<file path="src/rtl/sys_bus_arbiter.sv">
// sys_bus_arbiter
//   Round-robin arbiter sharing the single system bus between NUM_MASTERS
//   requesters and one slave. One transaction is outstanding at a time; the
//   granted master receives read data and a one-cycle completion pulse. A slave
//   that never acknowledges is aborted with an error after TIMEOUT_CYCLES
//   BUSY cycles (0 disables the timeout).
//
// Ports
//   clk, rst          clock; synchronous active-high reset
//   m_req[N]          per-master request, held until m_ack
//   m_we[N]           per-master write enable
//   m_adr[32N]        packed addresses, master i at [32i+31:32i]
//   m_wdata[32N]      packed write data, same packing
//   m_ack[N]          one-hot completion pulse
//   m_err             qualifies m_ack: transaction timed out
//   m_rdata[32]       read data, valid with m_ack
//   s_request         slave request, held for the whole transaction
//   s_we/s_adr/s_wdata slave command, stable while s_request is high
//   s_rdata, s_ack    slave read data and single-cycle completion
module sys_bus_arbiter #(
  parameter int NUM_MASTERS    = 3,
  parameter int TIMEOUT_CYCLES = 255,
  parameter int TO_W           = 8
) (
  input  logic                      clk,
  input  logic                      rst,
  input  logic [NUM_MASTERS-1:0]    m_req,
  input  logic [NUM_MASTERS-1:0]    m_we,
  input  logic [32*NUM_MASTERS-1:0] m_adr,
  input  logic [32*NUM_MASTERS-1:0] m_wdata,
  output logic [NUM_MASTERS-1:0]    m_ack,
  output logic                      m_err,
  output logic [31:0]               m_rdata,
  output logic                      s_request,
  output logic                      s_we,
  output logic [31:0]               s_adr,
  output logic [31:0]               s_wdata,
  input  logic [31:0]               s_rdata,
  input  logic                      s_ack
);

  localparam int unsigned NM    = NUM_MASTERS;
  localparam int          IDX_W = $clog2(NUM_MASTERS);
  localparam bit          TO_EN = (TIMEOUT_CYCLES != 0);
  localparam logic [TO_W-1:0] TO_LAST = TO_W'(TIMEOUT_CYCLES - 1);

  typedef enum logic [1:0] {
    IDLE = 2'd0,
    BUSY = 2'd1,
    RESP = 2'd2
  } state_t;

  state_t           state_q, state_d;
  logic [IDX_W-1:0] rr_ptr_q, rr_ptr_d;
  logic [IDX_W-1:0] grant_q;
  logic             we_q;
  logic [31:0]      adr_q, wdata_q, rdata_q;
  logic             err_q;
  logic [TO_W-1:0]  to_cnt_q;

  logic             load, cap_ack, cap_to;
  logic             sel_found;
  logic [IDX_W-1:0] sel_idx;
  logic             sel_we;
  logic [31:0]      sel_adr, sel_wdata;

  // Round-robin pick done as two ascending passes (indices >= rr_ptr first,
  // then the wrapped-around ones) instead of a modulo rotation.
  always_comb begin
    sel_found = 1'b0;
    sel_idx   = '0;
    sel_we    = 1'b0;
    sel_adr   = '0;
    sel_wdata = '0;
    for (int unsigned i = 0; i < NM; i++) begin
      if (!sel_found && m_req[i] && (i >= 32'(rr_ptr_q))) begin
        sel_found = 1'b1;
        sel_idx   = IDX_W'(i);
        sel_we    = m_we[i];
        sel_adr   = m_adr[32*i +: 32];
        sel_wdata = m_wdata[32*i +: 32];
      end
    end
    for (int unsigned i = 0; i < NM; i++) begin
      if (!sel_found && m_req[i] && (i < 32'(rr_ptr_q))) begin
        sel_found = 1'b1;
        sel_idx   = IDX_W'(i);
        sel_we    = m_we[i];
        sel_adr   = m_adr[32*i +: 32];
        sel_wdata = m_wdata[32*i +: 32];
      end
    end
  end

  always_comb begin
    state_d  = state_q;
    rr_ptr_d = rr_ptr_q;
    load     = 1'b0;
    cap_ack  = 1'b0;
    cap_to   = 1'b0;
    unique case (state_q)
      IDLE: begin
        if (sel_found) begin
          load    = 1'b1;
          state_d = BUSY;
        end
      end
      BUSY: begin
        // s_ack has priority over a timeout landing in the same cycle
        if (s_ack) begin
          cap_ack = 1'b1;
          state_d = RESP;
        end else if (TO_EN && (to_cnt_q == TO_LAST)) begin
          cap_to  = 1'b1;
          state_d = RESP;
        end
      end
      RESP: begin
        if (32'(grant_q) == NM - 1)
          rr_ptr_d = '0;
        else
          rr_ptr_d = grant_q + IDX_W'(1);
        state_d = IDLE;
      end
      default: state_d = IDLE;
    endcase
  end

  always_ff @(posedge clk) begin
    if (rst) begin
      state_q  <= IDLE;
      rr_ptr_q <= '0;
      grant_q  <= '0;
      we_q     <= 1'b0;
      adr_q    <= '0;
      wdata_q  <= '0;
      rdata_q  <= '0;
      err_q    <= 1'b0;
      to_cnt_q <= '0;
    end else begin
      state_q  <= state_d;
      rr_ptr_q <= rr_ptr_d;
      if (load) begin
        grant_q <= sel_idx;
        we_q    <= sel_we;
        adr_q   <= sel_adr;
        wdata_q <= sel_wdata;
      end
      if (cap_ack) begin
        rdata_q <= s_rdata;
        err_q   <= 1'b0;
      end else if (cap_to) begin
        rdata_q <= '0;
        err_q   <= 1'b1;
      end
      if ((state_q == BUSY) && (state_d == BUSY))
        to_cnt_q <= to_cnt_q + TO_W'(1);
      else
        to_cnt_q <= '0;
    end
  end

  // Outputs decode registered state only; no input reaches an output.
  always_comb begin
    m_ack = '0;
    for (int unsigned i = 0; i < NM; i++) begin
      if ((state_q == RESP) && (32'(grant_q) == i))
        m_ack[i] = 1'b1;
    end
  end

  assign m_err     = (state_q == RESP) && err_q;
  assign m_rdata   = (state_q == RESP) ? rdata_q : '0;
  assign s_request = (state_q == BUSY);
  assign s_we      = (state_q == BUSY) && we_q;
  assign s_adr     = (state_q == BUSY) ? adr_q : '0;
  assign s_wdata   = (state_q == BUSY) ? wdata_q : '0;

endmodule

</file>
<file path="config.mk">
export PLATFORM = sky130hd
export DESIGN_NAME = sys_bus_arbiter
export DESIGN_NICKNAME = d
export VERILOG_FILES = /design/src/rtl/sys_bus_arbiter.sv
export SDC_FILE = /design/constraint.sdc
export NUM_CORES = 1
export LEC_CHECK = 0
export BUFFER_PORTS_ARGS = -buffer_cell sky130_fd_sc_hd__buf_2
export CELL_PAD_IN_SITES_DETAIL_PLACEMENT = 1
export CELL_PAD_IN_SITES_GLOBAL_PLACEMENT = 1
export CORE_AREA = 2 2 147 149
export CTS_BUF_LIST = sky130_fd_sc_hd__clkbuf_2
export DETAILED_ROUTE_END_ITERATION = 8
export DIE_AREA = 0 0 149 151
export GPL_ROUTABILITY_DRIVEN = 0
export GPL_TIMING_DRIVEN = 0
export PLACE_DENSITY_LB_ADDON = 0.1
export SYNTH_ARGS = -nofsm -noshare
export SYNTH_HDL_FRONTEND = slang
export SYNTH_SLANG_ARGS = --single-unit
export TNS_END_PERCENT = 20
</file>
<file path="constraint.sdc">
create_clock -name clk -period 2.4 [get_ports clk]
set_clock_uncertainty 0.05 [all_clocks]
set_input_delay 0.24 -clock clk [delete_from_list [all_inputs] [get_ports clk]]
set_output_delay 0.24 -clock clk [all_outputs]
set_load 0.005 [all_outputs]
</file>
# --- Word-level counts from Yosys, hierarchy flattened ---
# Cells that the tools add are included.
op_classes:
  bitwise_logic: 1
  muxes: 49
  order_cmp: 6
  n_reduce_logical: 27
  add_sub_neg: 2
  eq_ne: 6
ops:
  columns: ["operator", "count"]
  rows:
  - ["$mux W32", 17]
  - ["$mux W1", 23]
  - ["$logic_and A1 B1 Y1", 17]
  - ["$mux W2", 8]
  - ["$add A8 B1 Y8 const B", 1]
  - ["$eq A8 B8 Y1 const B", 1]
  - ["$eq A2 B1 Y1 const B", 3]
  - ["$logic_not A1 Y1", 5]
  - ["$eq A2 B2 Y1 const B", 2]
  - ["$ge A1 B2 Y1 const A", 2]
  - ["$logic_not A2 Y1", 2]
  - ["$lt A1 B2 Y1 const A", 2]
  - ["$pmux W2 S2", 1]
  - ["$reduce_or A2 Y1", 2]
  - ["$add A2 B1 Y2 const B", 1]
  - ["$ge A2 B2 Y1 const A", 1]
  - ["$lt A2 B2 Y1 const A", 1]
  - ["$reduce_bool A2 Y1", 1]
  - ["$not A1 Y1", 1]
totals:
  inputBits: 233
  ff_bits: 112
  out_inout_bits: 102

# --- Logic depth before layout (Yosys ltp) ---
# Gate-level depths: netlist (run 1).
logic_depth:
  depth_word: 29
  depth_mapped: 8
  ltp_nobuf: 6

# --- Worst setup path after synthesis (run 1) ---
# Ideal clock, no wire load.
synth_path:
  kind: "register -> register"
  from: "reg to_cnt_q[0]"
  to: "reg to_cnt_q[2]"
  setup_time_ns: 0.066
  stages_incl_launch_ff: 8
  arrival_time_ns: 1.564
  period_less_slack_ns: 1.679
  slack_ns: 0.721
  t_required_ns: 2.284
  path_cell_list: "dfxtp_1 inv_1 ha_1 and3_1 a21oi_1 buf_2 nand2_1 nor2_1"
synth_between:
  elab_chain_len: 8
synth_lines:
  columns: ["item", "line_no", "rtl"]
  rows:
  - ["start: declaration", "59", "logic [TO_W-1:0] to_cnt_q;"]
  - ["start signal: assignment", "157", "to_cnt_q <= to_cnt_q + TO_W'(1);"]
  - ["$eq A8 B8 Y1", "113", "end else if (TO_EN && (to_cnt_q == TO_LAST)) begin"]
  - ["$mux W2", "113", null]
  - ["$mux W2", "110", "if (s_ack) begin"]
  - ["$pmux W2 S2", "101", "unique case (state_q)"]
  - ["$eq A2 B1 Y1", "156", "if ((state_q == BUSY) && (state_d == BUSY))"]
  - ["$logic_and A1 B1 Y1", "156", null]
  - ["$not A1 Y1 (no line)", null, null]
  - ["$reduce_or A2 Y1 (no line)", null, null]
# Several ways; a longest one is shown, not always the timed one.
# A chain may end at the register's enable or synchronous reset.

# --- Worst setup path after layout (run 1) ---
layout_path:
  from: "reg state_q[1]"
  to: "out s_wdata[14]"
layout_between:
  elab_chain_len: 2
layout_lines:
  columns: ["item", "line_no", "rtl"]
  rows:
  - ["start: declaration", "53", "state_t state_q, state_d;"]
  - ["start signal: assignment", "141", "state_q <= state_d;"]
  - ["$eq A2 B1 Y1", "177", "assign s_wdata = (state_q == BUSY) ? wdata_q : '0;"]
  - ["$mux W32", "177", null]
  - ["end: declaration", "37", "output logic [31:0] s_wdata,"]
# No other way between the ends.

==> flow_summary.json, run 1 <==
{
  "clk_pin_slew_worst_paths_ns": 0.38,
  "rows": 53,
  "avgViaCountPerCell": 5.84,
  "leakage_nw": 4.82,
  "period_needed_ns": 2.32,
  "reg2reg_from": "rr_ptr_q[1]",
  "die_y_microns": 151,
  "setup_viol": 0,
  "status": "finished, final reports clean",
  "rrSetupSlack_ns": 0.14,
  "grt_usage_pct": 32.6,
  "cts_buffers": 9,
  "slew_headroom_pct": 57.4,
  "num_vias": 10200,
  "drtPass1Iterations": 5,
  "grt_pass1_wl_microns": 58400,
  "synth_area_leaders": "dfxtp_1 (33%), a32oi_1 (17%), a221o_1 (9.4%)",
  "crit_start": "state_q[1]",
  "finish.utilization_pct": 55.3,
  "coreArea_sq_um": 20800,
  "gr-total-overflow": 0,
  "p_per_area_nw_per_um2": 455,
  "h-tree-depth": 3,
  "vdd_ir_drop_max_mv": 0.344,
  "critPathKind": "reg -> out",
  "portBuffers": 331,
  "total_power_w": 0.00524,
  "avgSynthCellArea_sq_um": 7.81,
  "min_period_over_period_pct": 96.8,
  "antenna_found_initial": 5,
  "whs_ns": 0.214,
  "drc": 0,
  "synthToLayoutAreaGrowth_pct": 68.4,
  "dp_hpwl_microns": 23200,
  "r2r-end": "adr_q[13]",
  "netlist_instances": 876,
  "dieArea_sq_um": 22500,
  "cts.sinks": 112,
  "io_pins": 335,
  "worstPathMaxFanout": 10,
  "synthSimpleGateAreaFrac_pct": 11.8,
  "drv_cap": 0,
  "ys_seq_area_share_pct": 32.8,
  "place_area_sq_um": 8840,
  "arrival_ns": 2.03,
  "yosysWarnings": 0,
  "synth_compound_gate_area_share_pct": 42.6,
  "critPathCapture": "s_wdata[14]",
  "clk_path_buf_depth": 2,
  "worstMarginPinSlew_ns": 0.639,
  "synth_top_family_by_area": "compound AO/OA/AOI/OAI gates",
  "synth_mux_area_share_pct": 0.146,
  "synth_top_area_share_pct": 32.8,
  "dieWidth_microns": 149,
  "cp-start-kind": "flop",
  "min_from": "s_rdata[23]",
  "stdcell_area_sq_um": 11500,
  "final_nets": 1689,
  "wirelength_microns": 38300,
  "yosys.area_share.adder_pct": 0.366,
  "start_util_pct": 32.9,
  "grt_max_degree": 22,
  "synth-xor-area-share_pct": 0.768,
  "synth-seq-cells": 112,
  "drt_iter0_drc": 605,
  "min_path_type": "in -> reg",
  "insertion_delay_ns": 0.69,
  "critPathCaptureType": "output pin",
  "cp_data_required_time_ns": 2.11,
  "netlist_area_sq_um": 6840,
  "ant_nets": 0,
  "cts_tree": "done",
  "cts_root_buf": "clkbuf_2",
  "grt_pass1_vias": 10600,
  "yosys.area.top_type": "dfxtp_1",
  "ff2ff_path_depth": 7,
  "drive_above_1_share_pct": 28.1,
  "synth_cell_type_count": 37,
  "final_hold_viol_count": 0,
  "wire_per_inst_microns": 22.0,
  "syn_nets": 1111,
  "rsz0062_at_grt": "yes",
  "fmax_mhz": 430,
  "maxSlewViolCount": 0
}
cell type report:
cell class	instances	area, sq um
Tap cell	275	344
Multi-Input combinational cell	584	3850
Clock inverter	7	121
Sequential cell	112	2250
Timing Repair Buffer	569	4040
Buffer	111	606
Clock buffer	9	45.0
Fill cell	2601	9300
Inverter	67	251
Antenna cell	10	25.0
cell families after synthesis:
kind of cell | Yosys count
and+or+nand+nor | 175
AOI/OAI and AO/OA | 400
muxes | 1
DFF | 112
adders and majority gates | 2
xor gates and xnor gates | 6
buffers and inverters | 180
placed cells by master, fill, tap and decap left out, drive strengths merged, types with 5 or more instances in the layout:
cell / netlist / final
a21oi: 38 / 38
buf: 37 / 369
clkbuf: 76 / 83
nand2: 38 / 38
a32oi: 129 / 129
dfxtp: 112 / 112
dlygate4sd3: 0 / 237
a31oi: 65 / 65
nor2: 80 / 80
nor3: 5 / 5
diode: 0 / 10
and2: 35 / 35
inv: 67 / 71
o21ai: 98 / 98
a221o: 64 / 64
metrics by stage:
step	worst slack (ns)	setup TNS (ns)	instances
floorplan	0.721	0	876
global placement	-0.00701	-0.00701	1482
detailed placement	-0.0112	-0.0172	1482
CTS	-0.00892	-0.0154	1738
global route	-0.0581	-0.254	1739
finish	0.0764	0	1744
sequential cells by signal (all words and copies together), names as in the netlist:
name      cells
rdata_q      32
adr_q        32
grant_q       2
rr_ptr_q      2
wdata_q      32
to_cnt_q      8
we_q          1
err_q         1
state_q       2
critical path, stage by stage, from the launching register on:
cell and delay, ns:
dfxtp_2 0.41, nand2b_1 0.13, buf_4 0.17, buf_8 0.16, buf_6 0.15, nor2_1 0.16
buf_2 0.16
layer usage:
| metal | up-vias | routed length, microns | share of wire (%) | track usage [%] |
|---|---|---|---|---|
| li1 | 4532 | - | - | - |
| met1 | 4954 | 15600 | 41 | 40.4 |
| met2 | 587 | 18600 | 49 | 56.4 |
| met3 | 115 | 2740 | 7.2 | 5.03 |
| met4 | 0 | 1410 | 3.7 | 13.6 |
| met5 | - | 0 | 0 | 0 |
power breakdown:
group,internal [W],switching (W),total [W],leakage [nW]
clock,0.000390,0.000792,0.00118,0.0968
combinational,0.000874,0.00105,0.00193,3.80
sequential,0.00206,0.0000639,0.00213,0.923
total,0.00333,0.00191,0.00524,4.82
how the worst min path moves through the flow:
stage          slack, ns  cells past startpoint           to
3_5_place_dp        0.42                      2   rdata_q[4]
5_1_grt             0.18                      4  rdata_q[15]
4_1_cts             0.19                      4  rdata_q[16]
3_3_place_gp        0.40                      1  to_cnt_q[0]
2_1_floorplan       0.33                      2   rdata_q[0]
6_report            0.21                      4  rdata_q[23]
synthesized netlist by cell type:
library cell and n:
a211oi_1 1, a21oi_1 38, a221o_1 64, a221oi_1 1
a31oi_1 65, a32oi_1 129, and2_1 35, and3_1 3
and4_1 2, and4bb_1 1, buf_1 9, buf_2 14
buf_4 2, buf_6 12, clkbuf_1 76, dfxtp_1 112
ha_1 2, inv_1 66, inv_2 1, mux2i_1 1
nand2_1 38, nand2b_1 3, nand3_1 3, nor2_1 80
nor2b_1 2, nor3_1 5, nor3b_1 1, nor4bb_1 1
o211a_1 1, o21ai_0 89, o21ai_1 9, o221a_2 1
o31a_1 1, o31ai_2 1, or3_1 1, xnor2_1 3
xor2_1 3
repair_timing:
action	CTS	global route
endpoints found under the hold margin	98	0
gates resized for setup	22	38
pin swaps	0	1
setup endpoints to repair	94	149
buffers inserted	1	0
hold buffers	239	0
(Power assumes the default switching activity.)
==> run 2, diff against run 1 <==
Settings changed: PLACE_DENSITY_LB_ADDON 0.1 to 0.15.
==> run 2 against run 1 <==
Routed wire length increased by 1.5%; design area is 0.15% lower; sequential share of layout area hardly changed; global-route usage rose by 0.73 points; worst hold slack worse by 0.15 ns; clock power fell by 23%; largest cell class unchanged; highest routed layer is now met5.
==> flow_summary.json, run 2 (synthesis results as in run 1) <==
{
  "critPathCaptureType": "output pin",
  "grt_pass1_vias": 10900,
  "clk_path_buf_depth": 2,
  "coreArea_sq_um": 20800,
  "swShare_pct": 37.7,
  "worstMarginPinSlew_ns": 0.647,
  "final_hold_viol_count": 0,
  "drt_iter0_drc": 482,
  "finish.utilization_pct": 55.3,
  "min_from": "m_adr[79]",
  "arrival_ns": 2.06,
  "layout_common_cells": "buf_2 (342), dlygate4sd3_1 (238), a32oi_1 (129)",
  "worstHoldEndpoint": "adr_q[15]",
  "ant_nets": 0,
  "dieWidth_microns": 149,
  "slew_headroom_pct": 56.9,
  "dp_hpwl_microns": 23200,
  "h-tree-depth": 3,
  "whs_ns": 0.0677,
  "drv_cap": 0,
  "drtPass1Iterations": 5,
  "maxSlewViolCount": 0,
  "globalRoute.busiestLayer": "met2",
  "multiInputGateArea_sq_um": 3870,
  "avgViaCountPerCell": 5.84,
  "drive_above_1_share_pct": 28.2,
  "seqPwrFrac_pct": 42.6,
  "rrSetupSlack_ns": 0.09,
  "setup_viol": 0,
  "insertion_delay_ns": 0.66,
  "rsz0062_at_grt": "yes",
  "layout_top_registers": "adr_q (32), rdata_q (32), wdata_q (32)",
  "fill_cells": 2637,
  "status": "finished, final reports clean",
  "cts_tree": "done",
  "cts.sinks": 112,
  "dieArea_sq_um": 22500,
  "synthToLayoutAreaGrowth_pct": 68.1,
  "power_switching_w": 0.00188,
  "power.internal_w": 0.00311,
  "final_common_cell": "buf_2",
  "min_period_over_period_pct": 97.8,
  "wire_per_inst_microns": 22.3,
  "final_nets": 1693,
  "start_util_pct": 32.9,
  "grt_max_degree": 20,
  "num_vias": 10200,
  "reg2reg_from": "state_q[1]",
  "die_y_microns": 151,
  "fmax_mhz": 426,
  "ff2ff_path_depth": 9,
  "cts_buffers": 9,
  "cp-start-kind": "flop",
  "min_delay_path_depth": 4,
  "cp_data_required_time_ns": 2.11,
  "leakage_nw": 4.81,
  "min_path_type": "in -> reg",
  "grt_pass1_wl_microns": 59300,
  "combPwrFrac_pct": 39.1,
  "regArea_sq_um": 2250,
  "pwr-share-clk_pct": 18.3,
  "vdd_ir_drop_max_mv": 0.205,
  "cts_root_buf": "clkbuf_2",
  "r2r-end": "rdata_q[3]",
  "gr-total-overflow": 0,
  "wirelength_microns": 38900,
  "critPathKind": "reg -> out",
  "clk_pin_slew_worst_paths_ns": 0.35,
  "drc": 0,
  "use_met2_pct": 57.6,
  "period_needed_ns": 2.35,
  "gr-usage-met1_pct": 39.7,
  "io_pins": 335,
  "rows": 53,
  "worstPathMaxFanout": 10,
  "antenna_found_initial": 4,
  "use_met3_pct": 6.42,
  "p_per_area_nw_per_um2": 434,
  "portBuffers": 331,
  "grt_usage_pct": 33.3
}
==> run 2: critical path, cell delays in order, from the launching register on <==
cell and delay, ns:
dfxtp_2 0.40, nand2b_1 0.13, buf_4 0.16, clkbuf_8 0.19, clkbuf_8 0.19, nor2_1 0.16
buf_2 0.15
==> run 2: through the flow <==
stage / total power (W) / setup TNS (ns) / instance area [sq um] / instances / setup WS [ns]
floorplan: 0.00298 / 0 / 6840 / 876 / 0.721
global placement: 0.00361 / 0 / 8840 / 1482 / 0.0659
detailed placement: 0.00363 / 0 / 8840 / 1482 / 0.0319
CTS: 0.00487 / 0 / 11400 / 1739 / 0.0197
global route: 0.00523 / -0.353 / 11500 / 1741 / -0.0347
finish: 0.00499 / 0 / 11500 / 1743 / 0.0521
==> run 2: power groups by stage <==
| stage | Clock, W | Combinational, W | Sequential (W) |
|---|---|---|---|
| after detailed placement | 0 | 0.00147 | 0.00215 |
| after CTS | 0.000920 | 0.00183 | 0.00212 |
| after global routing | 0.000976 | 0.00210 | 0.00215 |
| final | 0.000913 | 0.00195 | 0.00213 |
| after global placement | 0 | 0.00147 | 0.00215 |
| after floorplan | 0 | 0.000842 | 0.00214 |
==> run 2: layer usage <==
metal | vias to the layer above | part of all wire (%)
met4 | 2 | 4.2
met5 | - | 0.031
met3 | 131 | 7.4
met2 | 584 | 49
li1 | 4520 | -
met1 | 4949 | 39
==> run 2: how the worst max path moves through the flow <==
stage | from | end | slack (ns) | cells after the start
after floorplan | to_cnt_q[0] | to_cnt_q[2] | 0.72 | 7
after global placement | state_q[1] | s_adr[20] | 0.07 | 6
after detailed placement | state_q[1] | s_adr[20] | 0.03 | 6
after CTS | state_q[0] | s_wdata[21] | 0.02 | 6
after global routing | state_q[1] | m_rdata[5] | -0.03 | 4
final | state_q[1] | s_wdata[18] | 0.05 | 6
==> run 2: timing repair <==
item	in CTS	in global routing
pin swaps	0	1
endpoints found under the hold margin	98	0
hold buffers	240	0
buffers inserted	1	1
setup endpoints to repair	95	148
gates resized for setup	30	31
==> run 2: layout make-up <==
type / instances / share of cell area, %
repair buffers: 571 / 35.2
multi-input cells: 584 / 33.7
flip-flops and latches: 112 / 19.5
plain buffers: 113 / 5.41
well taps: 275 / 2.99
inverters: 67 / 2.19
clock buffers: 10 / 0.435
clock inverters: 6 / 0.435
diodes: 5 / 0.109
==> run 3, diff against run 2 <==
Settings changed: ABC_AREA from default to 1, CORE_AREA 2 2 147 149 to 2 2 164 166, DIE_AREA 0 0 149 151 to 0 0 166 168.
Clock period 2.4 ns to 2.54 ns, I/O delays scaled along.
==> run 3 against run 2 <==
Combinational power is 12% higher; register-to-register slack got worse by 0.03 ns; utilization shrank 6.0 points; final cell count up 43%; setup slack gained 0.0089 ns; largest power group is now combinational cells; highest routed layer unchanged.
==> flow_summary.json, run 3 <==
{
  "final_hold_viol_count": 0,
  "yosys.area_share.adder_pct": 0.302,
  "drt_iter0_drc": 733,
  "worstHoldEndpoint": "to_cnt_q[5]",
  "final_nets": 2382,
  "clk_path_buf_depth": 2,
  "netlist_instances": 1571,
  "cp-start-kind": "flop",
  "portBuffers": 333,
  "slew_headroom_pct": 55.4,
  "netlist_area_sq_um": 8270,
  "setup_viol": 0,
  "finish.utilization_pct": 49.2,
  "stdcell_area_sq_um": 13000,
  "whs_ns": 0.0885,
  "synth_cell_type_count": 26,
  "dieWidth_microns": 166,
  "die_y_microns": 168,
  "layout_common_cells": "nand2_1 (538), buf_2 (363), nor2_1 (362)",
  "critPathKind": "reg -> reg",
  "vdd_ir_drop_max_mv": 0.231,
  "avgViaCountPerCell": 4.91,
  "grt_pass1_wl_microns": 65300,
  "fmax_mhz": 403,
  "synthArstFlopShare_pct": 0,
  "fill_cells": 3763,
  "grt_pass1_vias": 12700,
  "synth-seq-cells": 112,
  "setup_tns_ns": 0,
  "dp_slack_ns": 0.213,
  "worstMarginPinSlew_ns": 0.669,
  "dp_hpwl_microns": 28100,
  "num_vias": 12300,
  "rrSetupSlack_ns": 0.06,
  "syn_nets": 1806,
  "yosys.area.top_type": "dfxtp_1",
  "arrival_ns": 3.11,
  "h-tree-depth": 3,
  "yosys_most_used_dff": "dfxtp_1",
  "rsz0062_at_grt": "yes",
  "status": "finished, final reports clean",
  "synth_mux_area_share_pct": 0,
  "start_util_pct": 31.4,
  "cts_buffers": 9,
  "drv_cap": 0,
  "rows": 60,
  "cts_tree": "done",
  "worstPathMaxFanout": 6,
  "critPathBufInv": 3,
  "yosysMostFrequentCell": "nand2_1",
  "min_path_type": "in -> reg",
  "ant_nets": 0,
  "synthToLayoutAreaGrowth_pct": 56.8,
  "synth_area_leaders": "dfxtp_1 (27%), nand2_1 (24%), nor2_1 (17%)",
  "cp_data_required_time_ns": 3.17,
  "final_common_cell": "nand2_1",
  "maxSlewViolCount": 0,
  "layout_top_registers": "adr_q (32), rdata_q (32), wdata_q (32)",
  "critPathCaptureType": "flop",
  "grt_max_degree": 24,
  "synthSimpleGateAreaFrac_pct": 55.6,
  "min_from": "s_ack",
  "drc": 0,
  "reg2reg_from": "state_q[1]",
  "ff2ff_path_depth": 7,
  "io_pins": 335,
  "drtPass1Iterations": 5,
  "synth_compound_gate_area_share_pct": 2.62,
  "antenna_found_initial": 5,
  "critPathMaxStageDelay_ns": 0.58,
  "gr-total-overflow": 0,
  "synth_top_family_by_area": "simple AND/OR/NAND/NOR gates",
  "grt_usage_pct": 28.6,
  "synth-edff-count": 0,
  "clk_pin_slew_worst_paths_ns": 0.42,
  "min_delay_path_depth": 4,
  "dieArea_sq_um": 27900,
  "drive_above_1_share_pct": 20.7,
  "crit_start": "state_q[1]",
  "crit_top_cell": "dlygate4sd3_1",
  "period_needed_ns": 2.48,
  "place_area_sq_um": 10400,
  "cp_top_family": "buffers and inverters",
  "leakage_nw": 6.81,
  "cts_root_buf": "clkbuf_2",
  "yosysWarnings": 0,
  "coreArea_sq_um": 26400,
  "wirelength_microns": 41200,
  "crit_chain": "nor2_4 > inv_1 > nor2_1 > nand2_1 > dlygate4sd3_1 > a21oi_1 > dlygate4sd3_1",
  "avgSynthCellArea_sq_um": 5.27,
  "insertion_delay_ns": 0.69,
  "synth-xor-area-share_pct": 0.318,
  "synth_top_cells_by_count": "nand2_1 (538), nor2_1 (375), inv_1 (175)",
  "crit_slowest_cell": "dlygate4sd3_1",
  "r2r-end": "rdata_q[1]",
  "synth_top_area_share_pct": 27.1,
  "min_period_over_period_pct": 97.6,
  "ys_seq_area_share_pct": 27.1,
  "cts.sinks": 112,
  "wire_per_inst_microns": 16.5,
  "p_per_area_nw_per_um2": 396,
  "fin_ws_ns": 0.0610
}
run 3: changes by cell type in the layout (fill, tap and decap cells not counted), moves of 21 or more:
cell / before / now
a221o_1: 64 / 0
a31oi_1: 65 / 1
a32oi_1: 129 / 0
and2_1: 34 / 0
buf_2: 342 / 363
clkbuf_1: 65 / 34
inv_1: 66 / 175
nand2_1: 38 / 538
nand3_1: 3 / 134
nand4_1: 0 / 70
nor2_1: 68 / 362
o21ai_0: 89 / 2
run 3: timing repair:
action / CTS / global route
gates resized for setup: 19 / 56
hold buffers: 231 / 0
pin swaps: 0 / 1
buffers inserted: 1 / 1
setup endpoints to repair: 60 / 82
endpoints found under the hold margin: 99 / 0
run 3: area by class of cell:
| class | instances | area (sq um) | area share (%) |
|---|---|---|---|
| tap | 341 | 427 | 3.29 |
| sequential | 112 | 2250 | 17.3 |
| buffer | 103 | 563 | 4.34 |
| clock inverter | 7 | 93.8 | 0.723 |
| timing repair buffer | 566 | 3990 | 30.8 |
| clock buffer | 9 | 45.0 | 0.347 |
| inverter | 180 | 676 | 5.21 |
| antenna | 5 | 12.5 | 0.0965 |
| multi-input combinational | 1175 | 4910 | 37.9 |
run 3: routing by layer:
layer | GRT usage [%] | part of all wire [%]
met1 | 34.7 | 43
met2 | 51.7 | 49
met3 | 4.49 | 5.3
met4 | 9.60 | 3.2
met5 | 0 | 0.027
run 3: power by group:
part	switching, W	total, W	internal (W)	leakage (nW)
registers	0.0000610	0.00202	0.00196	0.924
clock network	0.000740	0.000927	0.000187	0.0801
logic	0.00127	0.00219	0.000924	5.80
total	0.00207	0.00514	0.00307	6.81
run 3: worst max-delay path by stage:
stage,end,slack (ns),cells after the start
floorplan,rdata_q[24],0.99,9
global placement,s_adr[12],0.24,6
detailed placement,s_adr[12],0.21,7
CTS,wdata_q[3],0.01,11
global route,rdata_q[1],-0.05,7
finish,rdata_q[1],0.06,7
run 3: through the flow:
stage                     cells  power (W)
after detailed placement   2245    0.00382
after global placement     2245    0.00376
final                      2498    0.00514
after floorplan            1571    0.00309
after global routing       2496    0.00552
after CTS                  2493    0.00512
run 3: worst reg2reg max path, stage by stage, from the launching register on:
cell and delay (ns):
dfxtp_4 0.46, nor2_4 0.14, inv_1 0.11, nor2_1 0.34
nand2_1 0.10, dlygate4sd3_1 0.58, a21oi_1 0.14, dlygate4sd3_1 0.56
run 3: kinds of logic (layout without fill, tap and decap cells):
| group | Yosys count | in the layout |
|---|---|---|
| AND/OR/NAND/NOR | 1128 | 1128 |
| buffers and inverters | 284 | 865 |
| AO/OA/AOI/OAI | 42 | 42 |
| flip-flops | 112 | 112 |
| XOR/XNOR | 3 | 3 |
| adder cells (fa/ha/maj) | 2 | 2 |
| other | 0 | 5 |
